File: config.mk
export PLATFORM = sky130hd
export DESIGN_NAME = pixel_out_packer
export DESIGN_NICKNAME = d
export VERILOG_FILES = /design/src/rtl/pixel_out_packer.sv
export SDC_FILE = /design/constraint.sdc
export NUM_CORES = 1
export LEC_CHECK = 0
export ABC_AREA = 1
export CAP_MARGIN = 5
export CELL_PAD_IN_SITES_DETAIL_PLACEMENT = 1
export CELL_PAD_IN_SITES_GLOBAL_PLACEMENT = 1
export CORE_MARGIN = 4
export CORE_UTILIZATION = 35
export DETAILED_ROUTE_END_ITERATION = 7
export DONT_BUFFER_PORTS = 1
export PLACE_DENSITY_LB_ADDON = 0.12
export SLEW_MARGIN = 30
export SYNTH_ARGS = -nofsm -noshare
export SYNTH_HDL_FRONTEND = slang
export SYNTH_SLANG_ARGS = --single-unit
File: constraint.sdc
create_clock -name clk -period 6.6 [get_ports clk]
set_clock_uncertainty 0.2 [all_clocks]
set_input_delay 0.99 -clock clk [delete_from_list [all_inputs] [get_ports clk]]
set_output_delay 0.99 -clock clk [all_outputs]
set_load 0.01 [all_outputs]
File: src/rtl/pixel_out_packer.sv
// Packs byte stores aimed at a memory-mapped pixel port into 32-bit words and streams them out of a word FIFO.
// Optional feature: define PIXEL_OUT_FLUSH_EN so that a store to OUT_BASE_ADDR+4 emits the partial word.
module pixel_out_packer #(
    parameter logic [31:0] OUT_BASE_ADDR = 32'h0000_F000,
    parameter int unsigned FIFO_DEPTH    = 8
) (
    input  logic        clk,
    input  logic        rst_n,
    input  logic        we_mem,
    input  logic [31:0] addr,
    input  logic [7:0]  dob_byte,
    output logic [31:0] out_data,
    output logic        out_valid,
    input  logic        out_ready,
    output logic        fifo_full,
    output logic        overflow,
    output logic [15:0] pixel_count
);

    localparam int unsigned AW = $clog2(FIFO_DEPTH);
    localparam int unsigned PW = AW + 1;

    logic [1:0]    lane_idx_r;
    logic [31:0]   partial_r;
    logic [PW-1:0] wr_ptr_r;
    logic [PW-1:0] rd_ptr_r;
    logic [31:0]   mem_r [FIFO_DEPTH];
    logic [31:0]   out_data_r;
    logic          out_valid_r;
    logic          fifo_full_r;
    logic          overflow_r;
    logic [15:0]   pixel_count_r;

    logic          accept_s;
    logic          flush_s;
    logic          complete_s;
    logic [31:0]   word_s;
    logic [1:0]    lane_nxt_s;
    logic [31:0]   partial_nxt_s;
    logic          pop_s;
    logic          push_s;
    logic          drop_s;
    logic [PW-1:0] wr_ptr_nxt_s;
    logic [PW-1:0] rd_ptr_nxt_s;
    logic          empty_nxt_s;
    logic          full_nxt_s;
    logic [31:0]   head_nxt_s;

    // Port decode and lane packing; a completed word is taken from the partial register plus the current byte.
    always_comb begin
        accept_s      = we_mem && (addr == OUT_BASE_ADDR);
        flush_s       = 1'b0;
`ifdef PIXEL_OUT_FLUSH_EN
        flush_s       = we_mem && (addr == (OUT_BASE_ADDR + 32'd4)) && (lane_idx_r != 2'd0);
`endif
        complete_s    = 1'b0;
        word_s        = partial_r;
        lane_nxt_s    = lane_idx_r;
        partial_nxt_s = partial_r;
        if (accept_s) begin
            lane_nxt_s = lane_idx_r + 2'd1;
            case (lane_idx_r)
                2'd0:    partial_nxt_s[7:0]   = dob_byte;
                2'd1:    partial_nxt_s[15:8]  = dob_byte;
                2'd2:    partial_nxt_s[23:16] = dob_byte;
                default: begin
                    complete_s    = 1'b1;
                    word_s        = {dob_byte, partial_r[23:0]};
                    lane_nxt_s    = 2'd0;
                    partial_nxt_s = 32'h0000_0000;
                end
            endcase
        end else if (flush_s) begin
            // Unwritten upper lanes are already zero because the partial register clears on every emission.
            complete_s    = 1'b1;
            word_s        = partial_r;
            lane_nxt_s    = 2'd0;
            partial_nxt_s = 32'h0000_0000;
        end else begin
            lane_nxt_s    = lane_idx_r;
            partial_nxt_s = partial_r;
        end
    end

    // FIFO control; next-cycle head/status are computed here so the outputs come straight from registers.
    always_comb begin
        pop_s        = out_valid_r && out_ready;
        push_s       = complete_s && (!fifo_full_r || pop_s);
        drop_s       = complete_s && fifo_full_r && !pop_s;
        rd_ptr_nxt_s = rd_ptr_r + {{AW{1'b0}}, pop_s};
        wr_ptr_nxt_s = wr_ptr_r + {{AW{1'b0}}, push_s};
        empty_nxt_s  = (wr_ptr_nxt_s == rd_ptr_nxt_s);
        full_nxt_s   = (wr_ptr_nxt_s[AW] != rd_ptr_nxt_s[AW]) &&
                       (wr_ptr_nxt_s[AW-1:0] == rd_ptr_nxt_s[AW-1:0]);
        if (empty_nxt_s) begin
            head_nxt_s = 32'h0000_0000;
        end else if (push_s && (wr_ptr_r[AW-1:0] == rd_ptr_nxt_s[AW-1:0])) begin
            head_nxt_s = word_s;
        end else begin
            head_nxt_s = mem_r[rd_ptr_nxt_s[AW-1:0]];
        end
    end

    // Word storage; contents need no reset since the pointers define what is valid.
    always_ff @(posedge clk) begin
        if (push_s) begin
            mem_r[wr_ptr_r[AW-1:0]] <= word_s;
        end
    end

    // Packer, pointer and status registers with synchronous active-low reset.
    always_ff @(posedge clk) begin
        if (!rst_n) begin
            lane_idx_r    <= 2'd0;
            partial_r     <= 32'h0000_0000;
            wr_ptr_r      <= {PW{1'b0}};
            rd_ptr_r      <= {PW{1'b0}};
            out_data_r    <= 32'h0000_0000;
            out_valid_r   <= 1'b0;
            fifo_full_r   <= 1'b0;
            overflow_r    <= 1'b0;
            pixel_count_r <= 16'h0000;
        end else begin
            lane_idx_r    <= lane_nxt_s;
            partial_r     <= partial_nxt_s;
            wr_ptr_r      <= wr_ptr_nxt_s;
            rd_ptr_r      <= rd_ptr_nxt_s;
            out_data_r    <= head_nxt_s;
            out_valid_r   <= !empty_nxt_s;
            fifo_full_r   <= full_nxt_s;
            overflow_r    <= overflow_r || drop_s;
            pixel_count_r <= pixel_count_r + {15'd0, accept_s};
        end
    end

    assign out_data    = out_data_r;
    assign out_valid   = out_valid_r;
    assign fifo_full   = fifo_full_r;
    assign overflow    = overflow_r;
    assign pixel_count = pixel_count_r;

endmodule
Word level (Yosys, flattened, before mapping)
Memories as Yosys holds them, arrays and structs flattened. A register that Yosys moved wholly into a read port is not among the register bits.
Cells that the tools add are included.
W data, S select, Z words.

word-level totals
  bits in writable memories = 256
  word-level logic and storage cells = 55
  memories kept = 1
  register bits after elaboration = 53
  input port bits = 44

cells by class
  add/subtract/negate cells = 4
  reductions and logical operators = 20
  bitwise gates (word level) = 4
  muxes and demuxes = 10
  equal/unequal tests = 6

memory list
  memory  words  width  rd ports  clocked after memory_dff  write ports  RTL line  source
  mem_r   8      32     1         1                         1            27        logic [31:0] mem_r [FIFO_DEPTH];

operators with widths
  operator                number
  $mux W32                2
  $pmux W8 S2             3
  $eq A32 B16 Y1 const B  1
  $add A16 B1 Y16         1
  $add A4 B1 Y4           2
  $reduce_or A2 Y1        4
  $logic_and A1 B1 Y1     6
  $reduce_and A2 Y1       3
  $eq A4 B4 Y1            1
  $mux W1                 4
  $not A1 Y1              4
  $eq A3 B3 Y1            1
  $logic_not A1 Y1        3
  $reduce_or A3 Y1        1
  $add A2 B1 Y2 const B   1
  $eq A2 B1 Y1 const B    1
  $eq A2 B2 Y1 const B    1
  $logic_not A2 Y1        1
  $logic_or A1 B1 Y1      2
  $mux W2                 1
  $ne A1 B1 Y1            1

Depth between registers and ports, before layout
  word-level depth = 8
  depth in mapped cells = 17

Worst setup path after synthesis
OpenSTA, ideal clock, no wires.

  path kind = input -> register
  start = input port addr[1]
  end = memory mem_r[0][0] (enable)
  slack = 1,703 ps
  data arrival time = 4,236 ps
  library setup time = 461 ps
  stages = 8
  cells stage by stage = or2_1 > nor2_2 > nand3_2 > nor2_8 > nand2_2 > nor2_4 > nand2_1 > nor3_1

between the ends
  word-level cells in the longest chain between the ends = 6

ends and longest elaborated chain
  what                           RTL line  source
  start, declared                10        input logic [31:0] addr,
  $eq A32 B16 Y1                 51        accept_s = we_mem && (addr == OUT_BASE_ADDR);
  $logic_and A1 B1 Y1            51
  named net accept_s             34        logic accept_s;
  $mux W1                        60        if (accept_s) begin
  $logic_and A1 B1 Y1            88        push_s = complete_s && (!fifo_full_r || pop_s);
  $mux W1                        106       if (push_s) begin
  $mux W1 (not written as such)  107       mem_r[wr_ptr_r[AW-1:0]] <= word_s;
  end, declared                  27

The timed path passes the listed nets, and every way through them passes these cells.

Worst setup path in the final report
  start = input port addr[1]
  end = register out_data_r[29] (netlist: out_data[29]), read port of mem_r

between the ends
  word-level cells in the longest chain between the ends = 7

ends and longest elaborated chain
  what                        RTL line  source
  $eq A32 B16 Y1              51
  $logic_and A1 B1 Y1         51
  named net accept_s          34
  $mux W1                     60
  $logic_and A1 B1 Y1         88
  $add A4 B1 Y4               91        wr_ptr_nxt_s = wr_ptr_r + {{AW{1'b0}}, push_s};
  $eq A4 B4 Y1                92        empty_nxt_s = (wr_ptr_nxt_s == rd_ptr_nxt_s);
  $reduce_or A2 Y1 (no line)  -
  end, declared               28        logic [31:0] out_data_r;

The timed path passes the listed nets, and every way through them passes these cells.
A chain may end at the register's enable or synchronous reset.

==> impl_metrics.toml <==
[outcome]
status = "finished clean"

[timing]
setup_tns_ns = 0
fin_crit_ns = 3.85
hold_viol = 0
slew_violations = 0
setup_ws_ns = 2.75
slew_headroom_pct = 35.9
final.period_utilization_pct = 58.3
tightest_slew_ns = 0.962
report.final.setup_viol = 0
fmax_mhz = 260
rsz0062_at_grt = "false"

[critical_path]
r2r_slack_ns = 2.81
crit_required_ns = 6.86
cp_cell_sequence = "or2_1, nor2_2, nand3_2, nor2_8, nand2_2, nor2_4, ha_1, ha_1, xnor2_2, xor2_1, nor2_1, a21oi_4, buf_4, nand2_1, nor2_1"
worstSetupPathType = "in -> reg"
critPathMaxFanout = 17
reg2reg_depth = 14
endpoint_kind = "flop"
cpMaxStageDelayCell = "a21oi_4"
slowest_delay_ns = 0.57
rr_startpoint = "out_valid"
cpLargestDelayFamily = "simple AND/OR/NAND/NOR gates"
startpoint_type = "primary input"
crit_path_start = "addr[1]"
cp_num_buf_inv = 1
worstPathArrival_ns = 4.11
r2r_end = "out_data[23]"

[routing]
firstDrtPassIters = 4
avgViaCountPerCell = 4.95
wl_per_cell_microns = 20.2
wirelength_microns = 39800
drc = 0
dr.first_iter.drc_count = 502
ant_nets = 0
dr_total_vias = 9726

[floorplanning]
start_util_pct = 35.5
core_area_sq_mm = 0.0398
die_y_microns = 209
ioPinCount = 95
dieArea_sq_mm = 0.0437
fp-row-count = 73
die_w_microns = 209

[global_route]
track_usage_pct = 18.0
gr-usage-met1_pct = 24.7
grt_pass1_vias = 10042
busiest_layer = "met2"
grt_util_met2_pct = 29.7
grt_max_degree = 76
overflow = 0
grt_antenna_before_repair = 0
grt_pass1_wl_microns = 60900
use_met3_pct = 3.56

[pwr]
vdd_drop_max_mv = 0.153
comb_power_share_pct = 0.3
p_seq_share_pct = 52.2
power.internal_mw = 3.51
power_leakage_nw = 6.26
p_per_area_mw_per_mm2 = 273
netSwitchingFraction_pct = 19.5
switchingPower_uw = 848
power_frac_clock_pct = 47.5

[synthesis]
syn_nets = 1467
synth_top_family_by_area = "simple AND/OR/NAND/NOR gates"
synthMuxAreaShare_pct = 0
ys_ff_latch = 341
synth-adder-area-share_pct = 0.885
ys_warn_count = 0
synth_area_per_cell_sq_um = 10.0
syn_area_sq_mm = 0.0141
synth-xor-area-share_pct = 0.487
synth-simple-area-share_pct = 21.2
ys_seq_area_share_pct = 66.4
synth_cell_types = 39
synth-compound-area-share_pct = 5.09
synthCells = 1413

[job]
cap_violations = 0

[cts]
clkSlewWorstSetupHoldPaths_ns = 0.06
clk-insertion-delay-late_ns = 0.53
root_buffer = "clkbuf_16"
numClockSinks = 341
cts_hold_buf = 0
clockBufferDepth = 3
htreeDepth = 2
cts_tree = "done"
cts_setup_buffers = 0
cts_made_buffers = 40
cts-resized-gates = 0

[cells_and_area]
drive_gt1_share_pct = 7.22
instances_no_fill = 1965
final_cell_mix = "nand2_1 (363), edfxtp_1 (256), nor2_1 (173), inv_1 (138), nand3_1 (107)"
fin_nets = 1462
area_delta_synth_final_pct = 13.1
mostFrequentLayoutCell = "nand2_1"
final_area_sq_mm = 0.0160
n_antenna_cell = 0

[hold_path]
hp-class = "reg -> reg"
hp-start = "pixel_count[10]"
min_to = "pixel_count[10]"
holdPathStages = 2

[placed_design]
place_inst = 1891
port_buffers = 0
dp_slack_ns = 2.16
dpl_cell_area_sq_mm = 0.0147
place_congestion = 0.758
dp_hpwl_microns = 22300
layout make-up:
class,count,area (sq um)
timing repair buffer,21,178
fill,4475,23800
tap,525,657
inverter,145,547
clock inverter,8,48.8
multi-input combinational,859,3980
clock buffer,66,1190
sequential,341,9390
cell families after synthesis:
| group | Yosys count |
|---|---|
| AND/OR/NAND/NOR | 710 |
| flip-flops | 341 |
| buffers and inverters | 213 |
| AO/OA/AOI/OAI | 132 |
| adder cells (fa/ha/maj) | 10 |
| XOR/XNOR | 7 |
worst register-to-register path: cells and delay by family, from the launching register on:
kind	cells	cell delay (ns)
fa+ha+maj	2	0.30
buf+inv	4	1.41
simple gates	8	1.32
flops	1	0.42
Yosys cell counts (all sizes together):
master  instances  area [sq um]
inv           144           541
nand3         108           546
a21oi          12          71.3
ha             10           125
o21ai          85           425
or2             5          31.3
nor2          177           693
nand2         365          1380
edfxtp        256          7690
nand4          19           134
clkbuf         42           158
o22ai          32           200
dfxtp          85          1700
nor3           28           151
clkinv          1          3.75
buf            26           140
nand3b          4          37.5
o21a            3          22.5
xnor2           3          33.8
nor4            3          18.8
and2            1          6.26
xor2            4          35.0
registers in the layout, summed over array words and instances, names as in the netlist:
signal	cells
lane_idx_r	2
partial_r	24
out_data	32
pixel_count	16
rd_ptr_r	4
overflow	1
out_valid	1
fifo_full	1
wr_ptr_r	4
mem_r	256
power groups by stage:
| stage | Clock (mW) | Combinational, mW | Sequential (mW) |
|---|---|---|---|
| finish | 2.07 | 0.0149 | 2.27 |
| global placement | 0 | 0.0150 | 2.32 |
| CTS | 2.13 | 0.0153 | 2.27 |
| global route | 2.23 | 0.0174 | 2.27 |
| floorplan | 0 | 0.0135 | 2.32 |
| detailed placement | 0 | 0.0152 | 2.32 |
stage by stage:
step | power (mW) | util, % | hold WS [ns]
3_5_place_dp | 2.33 | 37.0 | 0.322
3_3_place_gp | 2.33 | 37.0 | 0.315
6_report | 4.36 | 40.1 | 0.327
5_1_grt | 4.52 | 40.1 | 0.343
4_1_cts | 4.42 | 40.1 | 0.326
2_1_floorplan | 2.33 | - | 0.287
worst max path at each step:
stage	to	slack (ns)	cells after the start
after global routing	out_data[29]	2.45	16
after detailed placement	out_data[29]	2.16	15
after floorplan	mem_r[0][0]	1.70	8
after global placement	out_data[23]	2.30	15
final	out_data[29]	2.75	15
after CTS	out_data[30]	2.72	15
layer usage:
layer / share of wire [%] / up-vias
li1: - / 4692
met1: 47 / 4813
met2: 46 / 171
met3: 4.8 / 50
met4: 2.0 / 0
met5: 0 / -
(Power assumes the default switching activity.)
